==> config.mk <==
export PLATFORM = sky130hd
export DESIGN_NAME = instr_encoder_loader
export DESIGN_NICKNAME = d
export VERILOG_FILES = /design/src/rtl/instr_pkg.sv /design/src/rtl/instr_word_encode.sv /design/src/rtl/instr_encoder_loader.sv
export SDC_FILE = /design/constraint.sdc
export NUM_CORES = 1
export LEC_CHECK = 0
export ABC_AREA = 1
export CORE_UTILIZATION = 40
export DETAILED_ROUTE_END_ITERATION = 10
export HOLD_SLACK_MARGIN = 0.05
export PLACE_DENSITY = 0.79
export SLEW_MARGIN = 20
export SYNTH_ARGS = -nofsm -noshare
export SYNTH_HDL_FRONTEND = slang
export SYNTH_HIERARCHICAL = 1
export SYNTH_SLANG_ARGS = --single-unit
==> constraint.sdc <==
create_clock -name clk -period 10.5 [get_ports clk]
set_input_delay 2.1 -clock clk [delete_from_list [all_inputs] [get_ports clk]]
set_output_delay 2.1 -clock clk [all_outputs]
set_load 0.02 [all_outputs]
==> src/rtl/instr_pkg.sv <==
// Shared MIPS encoding constants for the instruction loader and the datapath controller.
// Op-class enum, opcode/funct map, loader FSM states and small field-packing helpers.
package instr_pkg;

  // Symbolic op classes offered by the host; 4'hE and 4'hF are undefined (4'hF reserved).
  typedef enum logic [3:0] {
    OP_ADD     = 4'h0,
    OP_SUB     = 4'h1,
    OP_AND     = 4'h2,
    OP_OR      = 4'h3,
    OP_SLT     = 4'h4,
    OP_JR      = 4'h5,
    OP_J       = 4'h6,
    OP_JAL     = 4'h7,
    OP_LW      = 4'h8,
    OP_SW      = 4'h9,
    OP_BEQ     = 4'hA,
    OP_BNE     = 4'hB,
    OP_ORI     = 4'hC,
    OP_ADDI    = 4'hD,
    OP_ILLEGAL = 4'hF
  } op_e;

  // Primary opcodes
  localparam logic [5:0] OPC_RTYPE = 6'h00;
  localparam logic [5:0] OPC_J     = 6'h02;
  localparam logic [5:0] OPC_JAL   = 6'h03;
  localparam logic [5:0] OPC_BEQ   = 6'h04;
  localparam logic [5:0] OPC_BNE   = 6'h05;
  localparam logic [5:0] OPC_ADDI  = 6'h08;
  localparam logic [5:0] OPC_ORI   = 6'h0D;
  localparam logic [5:0] OPC_LW    = 6'h23;
  localparam logic [5:0] OPC_SW    = 6'h2B;

  // R-type function codes
  localparam logic [5:0] FUNCT_JR  = 6'h08;
  localparam logic [5:0] FUNCT_ADD = 6'h20;
  localparam logic [5:0] FUNCT_SUB = 6'h22;
  localparam logic [5:0] FUNCT_AND = 6'h24;
  localparam logic [5:0] FUNCT_OR  = 6'h25;
  localparam logic [5:0] FUNCT_SLT = 6'h2A;

  // Loader FSM states; StCheck is only reachable with readback enabled.
  typedef enum logic [2:0] {
    StIdle  = 3'd0,
    StLoad  = 3'd1,
    StDrain = 3'd2,
    StDone  = 3'd3,
    StCheck = 3'd4
  } ld_state_e;

  function automatic logic [31:0] enc_r(input logic [4:0] rs, input logic [4:0] rt,
                                        input logic [4:0] rd, input logic [5:0] funct);
    return {OPC_RTYPE, rs, rt, rd, 5'b00000, funct};
  endfunction

  function automatic logic [31:0] enc_i(input logic [5:0] opc, input logic [4:0] rs,
                                        input logic [4:0] rt, input logic [15:0] imm);
    return {opc, rs, rt, imm};
  endfunction

  function automatic logic [31:0] enc_j(input logic [5:0] opc, input logic [25:0] target);
    return {opc, target};
  endfunction

endpackage

==> src/rtl/instr_word_encode.sv <==
// Combinational MIPS word builder: op class plus fields in, 32-bit word and illegal flag out.
module instr_word_encode
  import instr_pkg::*;
(
  input  logic [3:0]  i_op,
  input  logic [4:0]  i_rs,
  input  logic [4:0]  i_rt,
  input  logic [4:0]  i_rd,
  input  logic [15:0] i_imm,
  input  logic [25:0] i_target,
  output logic [31:0] o_word,
  output logic        o_illegal
);

  // Map op class to its encoding; anything outside the defined set is flagged illegal.
  always_comb begin
    o_word    = '0;
    o_illegal = 1'b0;
    case (op_e'(i_op))
      OP_ADD:  o_word = enc_r(i_rs, i_rt, i_rd, FUNCT_ADD);
      OP_SUB:  o_word = enc_r(i_rs, i_rt, i_rd, FUNCT_SUB);
      OP_AND:  o_word = enc_r(i_rs, i_rt, i_rd, FUNCT_AND);
      OP_OR:   o_word = enc_r(i_rs, i_rt, i_rd, FUNCT_OR);
      OP_SLT:  o_word = enc_r(i_rs, i_rt, i_rd, FUNCT_SLT);
      OP_JR:   o_word = enc_r(i_rs, 5'd0, 5'd0, FUNCT_JR);
      OP_J:    o_word = enc_j(OPC_J, i_target);
      OP_JAL:  o_word = enc_j(OPC_JAL, i_target);
      OP_LW:   o_word = enc_i(OPC_LW, i_rs, i_rt, i_imm);
      OP_SW:   o_word = enc_i(OPC_SW, i_rs, i_rt, i_imm);
      OP_BEQ:  o_word = enc_i(OPC_BEQ, i_rs, i_rt, i_imm);
      OP_BNE:  o_word = enc_i(OPC_BNE, i_rs, i_rt, i_imm);
      OP_ORI:  o_word = enc_i(OPC_ORI, i_rs, i_rt, i_imm);
      OP_ADDI: o_word = enc_i(OPC_ADDI, i_rs, i_rt, i_imm);
      default: o_illegal = 1'b1;
    endcase
  end

endmodule

==> src/rtl/instr_encoder_loader.sv <==
// Sequential instruction encoder and IMEM loader: one symbolic instruction per handshake,
// written to consecutive word addresses from a session base address.
// Optional readback verification after every write: define INSTR_LOADER_READBACK_EN.
module instr_encoder_loader
  import instr_pkg::*;
#(
  parameter int unsigned ADDR_W    = 32,
  parameter int unsigned MAX_WORDS = 256
) (
  input  logic                           clk,
  input  logic                           rst,
  input  logic                           load_start,
  input  logic [ADDR_W-1:0]              base_addr,
  input  logic                           load_end,
  input  logic                           in_valid,
  output logic                           in_ready,
  input  logic [3:0]                     in_op,
  input  logic [4:0]                     in_rs,
  input  logic [4:0]                     in_rt,
  input  logic [4:0]                     in_rd,
  input  logic [15:0]                    in_imm,
  input  logic [25:0]                    in_target,
  output logic                           imem_we,
  output logic [ADDR_W-1:0]              imem_addr,
  output logic [31:0]                    imem_wdata,
  input  logic [31:0]                    imem_rdata,
  output logic [$clog2(MAX_WORDS):0]     word_count,
  output logic                           full,
  output logic                           done,
  output logic                           err_illegal,
  output logic                           err_readback
);

  localparam int unsigned CntW = $clog2(MAX_WORDS) + 1;

  ld_state_e         r_state;
  logic [ADDR_W-1:0] r_addr;
  logic [31:0]       w_word;
  logic              w_illegal;
  logic              w_accept;
  logic              w_unused;

  instr_word_encode u_encode (
    .i_op      (in_op),
    .i_rs      (in_rs),
    .i_rt      (in_rt),
    .i_rd      (in_rd),
    .i_imm     (in_imm),
    .i_target  (in_target),
    .o_word    (w_word),
    .o_illegal (w_illegal)
  );

  assign full     = (word_count == CntW'(MAX_WORDS));
  assign w_accept = in_valid & in_ready;

`ifdef INSTR_LOADER_READBACK_EN
  logic r_cmp_pend;  // imem_rdata this cycle holds the word just written
  logic r_end_seen;  // load_end arrived while a write/check was still in flight

  // No new accept while a write or its check is in flight.
  assign in_ready = (r_state == StLoad) && !full && !imem_we && !r_end_seen;
  assign w_unused = ^{base_addr[1:0]};
`else
  assign in_ready     = (r_state == StLoad) && !full;
  assign err_readback = 1'b0;
  assign w_unused     = ^{base_addr[1:0], imem_rdata};
`endif

  // Session FSM, address counter and registered IMEM write port.
  always_ff @(posedge clk or posedge rst) begin
    if (rst) begin
      r_state     <= StIdle;
      r_addr      <= '0;
      imem_we     <= 1'b0;
      imem_addr   <= '0;
      imem_wdata  <= '0;
      word_count  <= '0;
      done        <= 1'b0;
      err_illegal <= 1'b0;
`ifdef INSTR_LOADER_READBACK_EN
      err_readback <= 1'b0;
      r_cmp_pend   <= 1'b0;
      r_end_seen   <= 1'b0;
`endif
    end else begin
`ifdef INSTR_LOADER_READBACK_EN
      if (r_cmp_pend) begin
        r_cmp_pend <= 1'b0;
        if (imem_rdata != imem_wdata) err_readback <= 1'b1;
      end
`endif
      case (r_state)
        StIdle, StDone: begin
          imem_we <= 1'b0;
          if (load_start) begin
            r_state     <= StLoad;
            r_addr      <= {base_addr[ADDR_W-1:2], 2'b00};
            word_count  <= '0;
            done        <= 1'b0;
            err_illegal <= 1'b0;
`ifdef INSTR_LOADER_READBACK_EN
            err_readback <= 1'b0;
            r_end_seen   <= 1'b0;
`endif
          end
        end
        StLoad: begin
`ifdef INSTR_LOADER_READBACK_EN
          if (imem_we) begin
            // Write cycle: hold the address and read it back next.
            imem_we <= 1'b0;
            r_state <= StCheck;
            if (load_end) r_end_seen <= 1'b1;
          end else
`endif
          begin
            imem_we <= 1'b0;
            if (w_accept) begin
              if (w_illegal) begin
                err_illegal <= 1'b1;
              end else begin
                imem_we    <= 1'b1;
                imem_addr  <= r_addr;
                imem_wdata <= w_word;
                r_addr     <= r_addr + ADDR_W'(4);
                word_count <= word_count + CntW'(1);
              end
            end
            if (load_end) begin
              if (w_accept && !w_illegal) begin
`ifdef INSTR_LOADER_READBACK_EN
                r_end_seen <= 1'b1;
`else
                r_state <= StDrain;
`endif
              end else begin
                r_state <= StDone;
                done    <= 1'b1;
              end
            end
          end
        end
`ifdef INSTR_LOADER_READBACK_EN
        StCheck: begin
          r_cmp_pend <= 1'b1;
          if (r_end_seen || load_end) begin
            r_end_seen <= 1'b1;
            r_state    <= StDrain;
          end else begin
            r_state <= StLoad;
          end
        end
`endif
        StDrain: begin
          imem_we <= 1'b0;
          r_state <= StDone;
          done    <= 1'b1;
        end
        default: r_state <= StIdle;
      endcase
    end
  end

endmodule

==> results.cfg <==
[cells_and_area]
fin_nets = 1171
fin_area_um2 = 8150
syn_to_final_growth_pct = 32.8
fillCellCount = 1454
fin_util_pct = 55.2
drive_gt1_share_pct = 4.42
insertedDiodeCount = 0

[yosys]
ys_seq_area_share_pct = 43.2
syn_area_per_cell_um2 = 6.92
netlist.area_leader.share_pct = 43.2
synth_top_area_cell = dfrtp_1
ys_types = 34
synthCells = 887
yosysWarnings = 6
synth_area_leaders = dfrtp_1, nand2_1, nand3_1
synth-seq-cells = 106
synthesis.area_um2 = 6130

[run]
drv_cap = 0

[run_status]
status = complete, no violations

[die]
start_util_pct = 41.6
ioPinCount = 209
coreArea_um2 = 14800
num_rows = 44
die_height_um = 126
die_area_um2 = 15800
fp.dieW_um = 126

[clock_network]
cts_setup_buffers = 0
cts.sinks = 106
h-tree-depth = 3
path_clk_slew_ps = 70
cts-hold-fix-buffers = 0
cts_buffers = 9
cts_buffer_depth = 2
root_buffer = clkbuf_16
clk_latency_ps = 360
cts_tree = yes
postCtsResizedCells = 0

[timing]
slew_viol_final = 0
fin_skew_ps = 10.3
maxSlewHeadroom_pct = 35.4
setup_viol = 0
worst_hold_slack_ps = 480
max_freq_mhz = 217
period_needed_ps = 4610
tns_ps = 0
rsz0062_at_grt = false
hold_viol_final = 0
final.period_utilization_pct = 43.9
tightest_slew_ps = 968

[detailed_routing]
antenna_left = 0
drt_iter0_drc = 357
vias_per_cell = 4.83
drtPass1Iterations = 5
wl_per_cell_um = 13.6
wl_mm = 16.7
num_vias = 5920
drcViolationCount = 0

[global_routing]
grt_remaining_overflow = 0
grt_pass1_wl_mm = 27.9
antenna_found_initial = 0
grt_usage_pct = 22.3
grt_max_degree = 96
grt_pass1_vias = 5600

[hold_path]
hp-class = reg2reg

[setup_path]
critPathKind = in2reg
cp-start-kind = input pin
crit_path_end_kind = register
critPathArrivalTime_ps = 4860
critPathMaxFanout = 95
crit_required_ps = 10740
r2r_setup_slack_ps = 7470

[power_and_ir_drop]
ir_worst_vdd_uv = 130
power.leakage_nw = 3.90
power_density_nw_per_um2 = 268

[placed_design]
io_buffers = 171
dp_hpwl_mm = 12.2
gp_congestion = 0.955
dpl-instance-area_um2 = 7810
## area by class of cell
class	count	area, µm²	share of cell area (%)
inverters	74	283	3.47
repair buffers	174	1740	21.3
well taps	184	230	2.83
multi-input cells	671	2910	35.8
clock inverters	5	85.1	1.04
clock buffers	11	243	2.98
flip-flops and latches	106	2650	32.6
## worst paths after layout
path / startpoint / cells past startpoint / end
min in group asynchronous: rst / 2 / imem_wdata[24]
min: imem_wdata[16] / 2 / imem_wdata[16]
max reg2reg: r_state[0] / 8 / imem_wdata[13]
max in group asynchronous: rst / 3 / imem_addr[17]
min reg2reg: imem_wdata[16] / 2 / imem_wdata[16]
max: in_op[1] / 9 / imem_wdata[13]
## flip-flops by register name, summed over array words and instances (netlist names)
name / cells
imem_wdata: 32
imem_addr: 30
r_addr: 30
word_count: 9
r_state: 2
done: 1
err_illegal: 1
imem_we: 1
## critical path, cell delays in order
cell	delay (ps)
clkdlybuf4s50_1	730
inv_1	180
nor2_1	180
inv_1	90
nand3_4	80
buf_4	740
inv_2	500
nand2_1	170
nand2_1	60
## metrics by stage
stage               setup slack (ps)  power, W  instances
CTS                             5890   0.00221       1225
global placement                5550   0.00180       1209
floorplan                       5610   0.00143        889
finish                          5890   0.00219       1225
detailed placement              5510   0.00182       1209
global route                    5570   0.00235       1225
## cell usage after synthesis, drive strengths merged
cell      n
xor2      5
nand2   415
nand3    63
nor3      1
nor2     85
a211oi    2
nor3b     1
dfrtp   106
clkbuf    5
a22o      5
conb      2
o21ai    68
inv      74
buf      33
o211ai    2
or2       8
ha        5
nand4     5
a21oi     2
## placed cells by master (no fill, tap or decap), types with 8 or more instances in the layout
cell	count
nand2_1	409
o21ai_1	32
nand3_1	62
or2_2	8
o21ai_0	34
clkdlybuf4s50_1	171
inv_1	67
clkbuf_16	9
dfrtp_1	106
nor2_1	82
## layer usage
metal | track usage, % | wire length [µm]
met5 | 0 | 0
met3 | 7.43 | 1320
met2 | 37.6 | 8040
met4 | 5.88 | 257
met1 | 27.2 | 7070
## cell families after synthesis
family | count (synthesis) | synth area share (%)
other | 2 | 0.122
flip-flops | 106 | 43.2
AND/OR/NAND/NOR | 578 | 38.4
AO/OA/AOI/OAI | 79 | 7.04
adder cells (fa/ha/maj) | 5 | 1.02
XOR/XNOR | 5 | 0.714
buffers and inverters | 112 | 9.42
## report_power, final
part,internal (W),total (W),switching [W],leakage (nW)
Combinational,0.000423,0.00109,0.000669,2.39
Clock,0.000217,0.000371,0.000154,0.156
Sequential,0.000585,0.000721,0.000136,1.35
Total,0.00123,0.00219,0.000960,3.90
(Power assumes the default switching activity.)
